--- config.mk ---
export PLATFORM = sky130hd
export DESIGN_NAME = spike_rate_meter
export DESIGN_NICKNAME = d
export VERILOG_FILES = /design/src/rtl/spike_rate_meter.sv
export SDC_FILE = /design/constraint.sdc
export NUM_CORES = 1
export LEC_CHECK = 0
export CAP_MARGIN = 20
export CELL_PAD_IN_SITES_DETAIL_PLACEMENT = 0
export CELL_PAD_IN_SITES_GLOBAL_PLACEMENT = 1
export CORE_ASPECT_RATIO = 0.5
export CORE_UTILIZATION = 35
export DETAILED_ROUTE_END_ITERATION = 8
export GPL_TIMING_DRIVEN = 0
export HOLD_SLACK_MARGIN = 0.03
export PLACE_DENSITY_LB_ADDON = 0.1
export RECOVER_POWER = 25
export SLEW_MARGIN = 25
export SYNTH_ARGS = -nofsm -noshare
export SYNTH_HDL_FRONTEND = slang
export SYNTH_SLANG_ARGS = --single-unit
--- constraint.sdc ---
create_clock -name clk -period 1.7 [get_ports clk]
set_input_delay 0.17 -clock clk [delete_from_list [all_inputs] [get_ports clk]]
set_output_delay 0.17 -clock clk [all_outputs]
set_load 0.1 [all_outputs]
--- src/rtl/spike_rate_meter.sv ---
// Spike rate meter for a LIF neuron output: windowed edge count, inter-spike
// interval and running edge total, with a two-state IDLE/RUN control FSM.
module spike_rate_meter (
    input  logic        clk,
    input  logic        rst_n,
    input  logic        spike,
    input  logic        ena,
    input  logic [7:0]  win_len,
    output logic [7:0]  rate,
    output logic        rate_valid,
    output logic [7:0]  isi,
    output logic        isi_valid,
    output logic [15:0] total
);

    typedef enum logic {IDLE = 1'b0, RUN = 1'b1} state_t;

    state_t      state;
    state_t      state_nxt;
    logic        spike_d;
    logic [7:0]  wcnt;
    logic [7:0]  scnt;
    logic [7:0]  win_lat;
    logic [7:0]  isi_tmr;
    logic        armed;

    logic        start;
    logic        active;
    logic        stop;
    logic        spike_edge;
    logic        win_end;

    always_ff @(posedge clk or negedge rst_n) begin
        if (!rst_n) state <= IDLE;
        else        state <= state_nxt;
    end

    always_comb begin
        state_nxt = state;
        case (state)
            IDLE:    if (ena)  state_nxt = RUN;
            RUN:     if (!ena) state_nxt = IDLE;
            default: state_nxt = IDLE;
        endcase
    end

    // A RUN cycle with ena low is the exit cycle: it counts nothing and emits nothing.
    always_comb begin
        start  = (state == IDLE) && ena;
        active = (state == RUN) && ena;
        stop   = (state == RUN) && !ena;
    end

    assign spike_edge = spike && !spike_d;
    assign win_end    = active && (wcnt == win_lat);

    always_ff @(posedge clk or negedge rst_n) begin
        if (!rst_n) spike_d <= 1'b0;
        else        spike_d <= spike;
    end

    // Window counting; win_lat only reloads at entry and at window end.
    always_ff @(posedge clk or negedge rst_n) begin
        if (!rst_n) begin
            wcnt       <= 8'd0;
            scnt       <= 8'd0;
            win_lat    <= 8'd0;
            rate       <= 8'd0;
            rate_valid <= 1'b0;
        end else begin
            rate_valid <= 1'b0;
            if (start) begin
                win_lat <= win_len;
                wcnt    <= 8'd0;
                scnt    <= 8'd0;
            end else if (stop) begin
                wcnt <= 8'd0;
                scnt <= 8'd0;
            end else if (win_end) begin
                rate       <= scnt + {7'd0, spike_edge};
                rate_valid <= 1'b1;
                wcnt       <= 8'd0;
                scnt       <= 8'd0;
                win_lat    <= win_len;
            end else if (active) begin
                wcnt <= wcnt + 8'd1;
                if (spike_edge) scnt <= scnt + 8'd1;
            end
        end
    end

    // isi_tmr holds cycles elapsed since the last edge, saturating at 255.
    always_ff @(posedge clk or negedge rst_n) begin
        if (!rst_n) begin
            isi_tmr   <= 8'd0;
            armed     <= 1'b0;
            isi       <= 8'd0;
            isi_valid <= 1'b0;
        end else begin
            isi_valid <= 1'b0;
            if (start) begin
                isi_tmr <= 8'd0;
                armed   <= 1'b0;
            end else if (stop) begin
                armed <= 1'b0;
            end else if (active) begin
                if (spike_edge) begin
                    isi_tmr <= 8'd1;
                    armed   <= 1'b1;
                    if (armed) begin
                        isi       <= isi_tmr;
                        isi_valid <= 1'b1;
                    end
                end else if (isi_tmr != 8'hFF) begin
                    isi_tmr <= isi_tmr + 8'd1;
                end
            end
        end
    end

    always_ff @(posedge clk or negedge rst_n) begin
        if (!rst_n) begin
            total <= 16'd0;
        end else if (start) begin
            total <= 16'd0;
        end else if (active && spike_edge && (total != 16'hFFFF)) begin
            total <= total + 16'd1;
        end
    end

endmodule
Word-level counts from Yosys, hierarchy flattened
Cells that the tools add are included.
{ "totals": {"ram_bits": 0, "output_inout_bits": 34, "regBits": 69, "mem_bits_ro": 0, "inputBits": 12, "word_cells": 79, "latchBits": 0, "memories": 0} }
{ "op_classes": {"n_div": 0, "n_eq_ne": 4, "n_shift": 0, "mul": 0, "n_reduce_logical": 23, "n_addsub": 5, "n_bitwise": 3, "muxes": 32, "n_lt_le_gt_ge": 0} }
{ "ops": {"columns": ["cell", "count"], "rows": [
  ["$mux 8", 17],
  ["$mux 16", 2],
  ["$add 8x1->8 const B", 3],
  ["$add 16x1->16 const B", 1],
  ["$ne 16x16->1 const B", 1],
  ["$mux 1", 13],
  ["$reduce_bool 3->1", 3],
  ["$add 8x1->8", 1],
  ["$eq 8x8->1", 1],
  ["$ne 8x8->1 const B", 1],
  ["$reduce_bool 4->1", 2],
  ["$logic_and 1x1->1", 7],
  ["$reduce_and 2->1", 3],
  ["$reduce_and 3->1", 2],
  ["$reduce_bool 2->1", 3],
  ["$reduce_and 5->1", 1],
  ["$not 1->1", 3],
  ["$logic_not 1->1", 2],
  ["$ne 2x2->1 const B", 1]
]} }

Longest topological paths before layout
{ "logic_depth": {"word_depth": 7, "ltp_mapped": 9, "mapped_depth_nobuf": 7} }

Worst setup path after synthesis
No wires, ideal clock.
{ "synth_path": {"path_type": "register -> register", "startpoint": "register total[3]", "endpoint": "register total[11]", "required_time_ps": 1575, "setup_ps": 125, "t_arrival_ps": 2485, "path_stages_with_launch": 7, "path_slack_ps": -910, "n_path_buf": 1, "synth_period_minus_slack_ps": 2610, "path_cell_list": "dfrtp_1 -> buf_4 -> nand4_2 -> nor4_4 -> a21oi_1 -> nand3_1 -> mux2_2"} }
{ "synth_via": {"elab_chain_len": 3, "elab_cells_between_ends": 6, "classes_between": "1 x add/sub; 1 x eq/ne; 2 x mux; 2 x reduce/logical"} }
{ "synth_rtl": {"columns": ["item", "line_no", "source"], "rows": [
  ["start, declared", "13", "output logic [15:0] total"],
  ["start signal, assigned", "127", "total <= total + 16'd1;"],
  ["$add 16x1->16 or $ne 16x16->1 (tied branches)", "127, 126", null],
  ["$mux 16 or $logic_and 1x1->1 (tied branches)", "126", "end else if (active && spike_edge && (total != 16'hFFFF)) begin"],
  ["$mux 16 or $reduce_bool 2->1 (tied branches)", null, null]
]} }
Parallel ways exist; a longest one is shown, timed or not. The select of a mux whose other input is x is not followed.
A chain may end at the register's enable or synchronous reset.

Worst setup path in the final report
{ "layout_path": {"startpoint": "register wcnt[4]", "endpoint": "register win_lat[1]"} }
{ "layout_via": {"elab_chain_len": 4} }
{ "layout_rtl": {"columns": ["item", "line_no", "source"], "rows": [
  ["start, declared", "21", "logic [7:0] wcnt;"],
  ["start signal, assigned", "86", "wcnt <= wcnt + 8'd1;"],
  ["$eq 8x8->1", "55", "assign win_end = active && (wcnt == win_lat);"],
  ["$logic_and 1x1->1", "55", null],
  ["$reduce_bool 2->1 (no line)", null, null],
  ["$reduce_and 2->1 (no line)", null, null],
  ["end signal, assigned", "73", "win_lat <= win_len;"],
  ["end signal, assigned", "84", "win_lat <= win_len;"],
  ["end, declared", "23", "logic [7:0] win_lat;"]
]} }
Every way passes these cells.

==> reports/metrics.csv <==
metric;value;unit
irDropWorstVdd;0.509;mV
tns;-5.11;ns
grt_max_degree;51;
io_buffer_count;45;
place_congestion;0.773;
vias;3057;
synth.distinct_cells;55;
cp_slowest_cell;or3_4;
synth_top_flop_cell;dfrtp_1;
nFillCells;835;
whs;0.245;ns
wire_per_inst;15.7;um
syn_nets;373;
crit_required;1.92;ns
antenna_left;0;
path_class;flip-flop to flip-flop;
finalCriticalPeriod;1.92;ns
start_util;36.8;%
hold_path_class;input port to flip-flop;
clk_pin_slew;0.06;ns
slew_violations;0;
met1_usage;25.3;%
routed_wl;9.44;mm
met2_usage;31.5;%
crit_family;simple AND/OR/NAND/NOR gates;
drive_above_1_share;43.7;%
hold_viol;0;
syn_area;0.00354;mm2
syn2layout_area_growth;55.0;%
dp.cells;531;
path_cells;xnor2_1, nand3_2, or3_4, a21oi_4, buf_6, mux2_4;
syn-mean-instance-area;10.1;um2
drc;0;
max_freq;0.521;GHz
synth_seq_cells;69;
cts_tree;done;
synth_enable_flop_cells;0;
rsz0062_at_grt;yes;
clockBufferDepth;2;
cts-htree-levels;3;
leakagePower;2.43;nW
fin_ws;-0.219;ns
cts.sinks;69;
crit_path_end_kind;flip-flop;
cts-root-buf;clkbuf_16;
fp.dieArea;0.0106;mm2
grt.busiest_layer;met2;
setup_viol;35;
fp.dieH;73.2;um
cts_buffers;9;
cp_max_fo;5;
antenna_found_initial;0;
crit_path_max_incr_delay;0.43;ns
synthArstFlopShare;100;%
failed_checks;setup timing;
fin_skew;0.00822;ns
drt-initial-drc-count;166;
clk_latency;0.33;ns
num_antenna_cells;0;
viasPerCell;5.08;
critPathBufInv;1;
final-instance-count-excl-fill;602;
tightestPinTransition;1.19;ns
placed_area;0.00439;mm2
status;finished with violations;
post-route-period-util;113;%
arrival;2.14;ns
power.density;1030;mW/mm2
grt_pass1_vias;3001;
ys.warnings.count;0;
slew_headroom;20.9;%
globalRouteTotalUtil;19.3;%
synth_cells;350;
hpwlAfterDp;5.78;mm
final_area;0.00549;mm2
drtPass1Iterations;5;
use_met3;4.59;%
start_kind;flip-flop;
fin_nets;485;
core_area;0.00963;mm2
grt_pass1_wl;15.3;mm
ios;46;
seq_area_frac_synth;48.7;%
maxCapViolCount;0;
rows;25;
grt.overflow.total;0;
die-width;144;um
[placed cells by master, fill, tap and decap left out, drive strengths merged, types with 3 or more instances in the layout]
master         instances
dfrtp                 69
buf                   63
nand2                 44
nor2                  34
clkbuf                26
nand3                 24
xnor2                 22
clkdlybuf4s15         20
mux2                  19
a21oi                 16
ha                    11
inv                   10
o21ai                 10
clkdlybuf4s50          8
and3                   7
nor2b                  6
nand4                  6
o311ai                 5
xor2                   4
bufinv                 4
or2                    3
a31oi                  3
a211oi                 3
nor3                   3
o21bai                 3
and4                   3
[Yosys cell counts (3+ instances only)]
cell type	n	area [um2]
nand2_1	44	165
a211oi_1	3	22.5
clkbuf_1	10	37.5
and4_1	3	26.3
inv_1	9	33.8
a21oi_1	14	70.1
and3_1	7	43.8
nor2b_1	6	37.5
o21ai_0	10	50.1
nand3_1	24	120
xnor2_1	22	193
mux2_2	18	203
dfrtp_1	69	1730
nor2_1	34	128
ha_1	11	138
nand4_1	5	31.3
or2_2	3	18.8
a31oi_1	3	18.8
xor2_1	4	35.0
o21bai_1	3	22.5
o311ai_0	5	43.8
[worst paths after layout]
check / from / to / slack (ns) / depth (start not counted)
max: wcnt[4] / win_lat[1] / -0.22 / 6
min: ena / state / 0.24 / 1
max reg2reg: wcnt[4] / win_lat[1] / -0.22 / 6
min reg2reg: isi[5] / isi[5] / 0.48 / 2
max in group asynchronous: rst_n / scnt[6] / 0.23 / 3
min in group asynchronous: rst_n / total[8] / 0.62 / 2
[power breakdown]
part | internal (mW) | total (mW) | switching (mW)
Sequential | 1.84 | 2.07 | 0.225
Combinational | 0.549 | 1.31 | 0.758
Clock | 1.58 | 2.29 | 0.708
[worst reg2reg max path: stages (launching register included)]
cell     delay (ns)
dfrtp_1        0.42
xnor2_1        0.18
nand3_2        0.12
or3_4          0.43
a21oi_4        0.18
buf_6          0.17
mux2_4         0.30
[per-stage QoR]
stage | total power [mW] | worst slack [ns] | util [%]
6_report | 5.67 | -0.219 | 57.0
5_1_grt | 5.93 | -0.295 | 57.0
3_3_place_gp | 3.10 | -2.42 | 45.3
3_5_place_dp | 3.14 | -0.976 | 45.6
2_1_floorplan | 2.83 | -0.317 | -
4_1_cts | 5.65 | -0.280 | 56.1
[cell type report]
class | instances | area (um2) | share of cell area [%]
clock buffers | 10 | 229 | 4.17
inverters | 10 | 42.5 | 0.774
flip-flops and latches | 69 | 1780 | 32.4
well taps | 135 | 169 | 3.08
plain buffers | 6 | 43.8 | 0.797
repair buffers | 106 | 950 | 17.3
clock inverters | 6 | 136 | 2.48
multi-input cells | 260 | 2140 | 39.0
[routing by layer]
| metal | routed length [um] | share of wire, % |
|---|---|---|
| met5 | 0 | 0 |
| met4 | 85 | 0.90 |
| met3 | 409 | 4.3 |
| met2 | 4390 | 46 |
| met1 | 4560 | 48 |
[logic make-up (layout without fill, tap and decap cells)]
group,Yosys count,count (layout),share of synthesized area [%]
flip-flops,69,69,48.7
XOR/XNOR,26,26,6.42
AND/OR/NAND/NOR,144,144,21.0
adder cells (fa/ha/maj),11,11,3.88
multiplexers,20,20,6.32
AO/OA/AOI/OAI,57,59,11.0
buffers and inverters,23,138,2.58
[timing repair]
item                                   in CTS  in global routing
gates resized for setup                   157                 37
endpoints found under the hold margin      19                  0
gates cloned                                2                  0
setup buffers                              47                 15
setup endpoints to repair                  98                 73
pin swaps                                  43                 19
hold buffers                                1                  0
[flip-flops by register name (all words and copies together), names as in the netlist]
name and flops:
wcnt 8, rate_valid 1, rate 8, scnt 8, win_lat 8, total 16, spike_d 1, state 1
isi_tmr 8, isi_valid 1, armed 1, isi 8
Power figures use the tool's default switching activity.
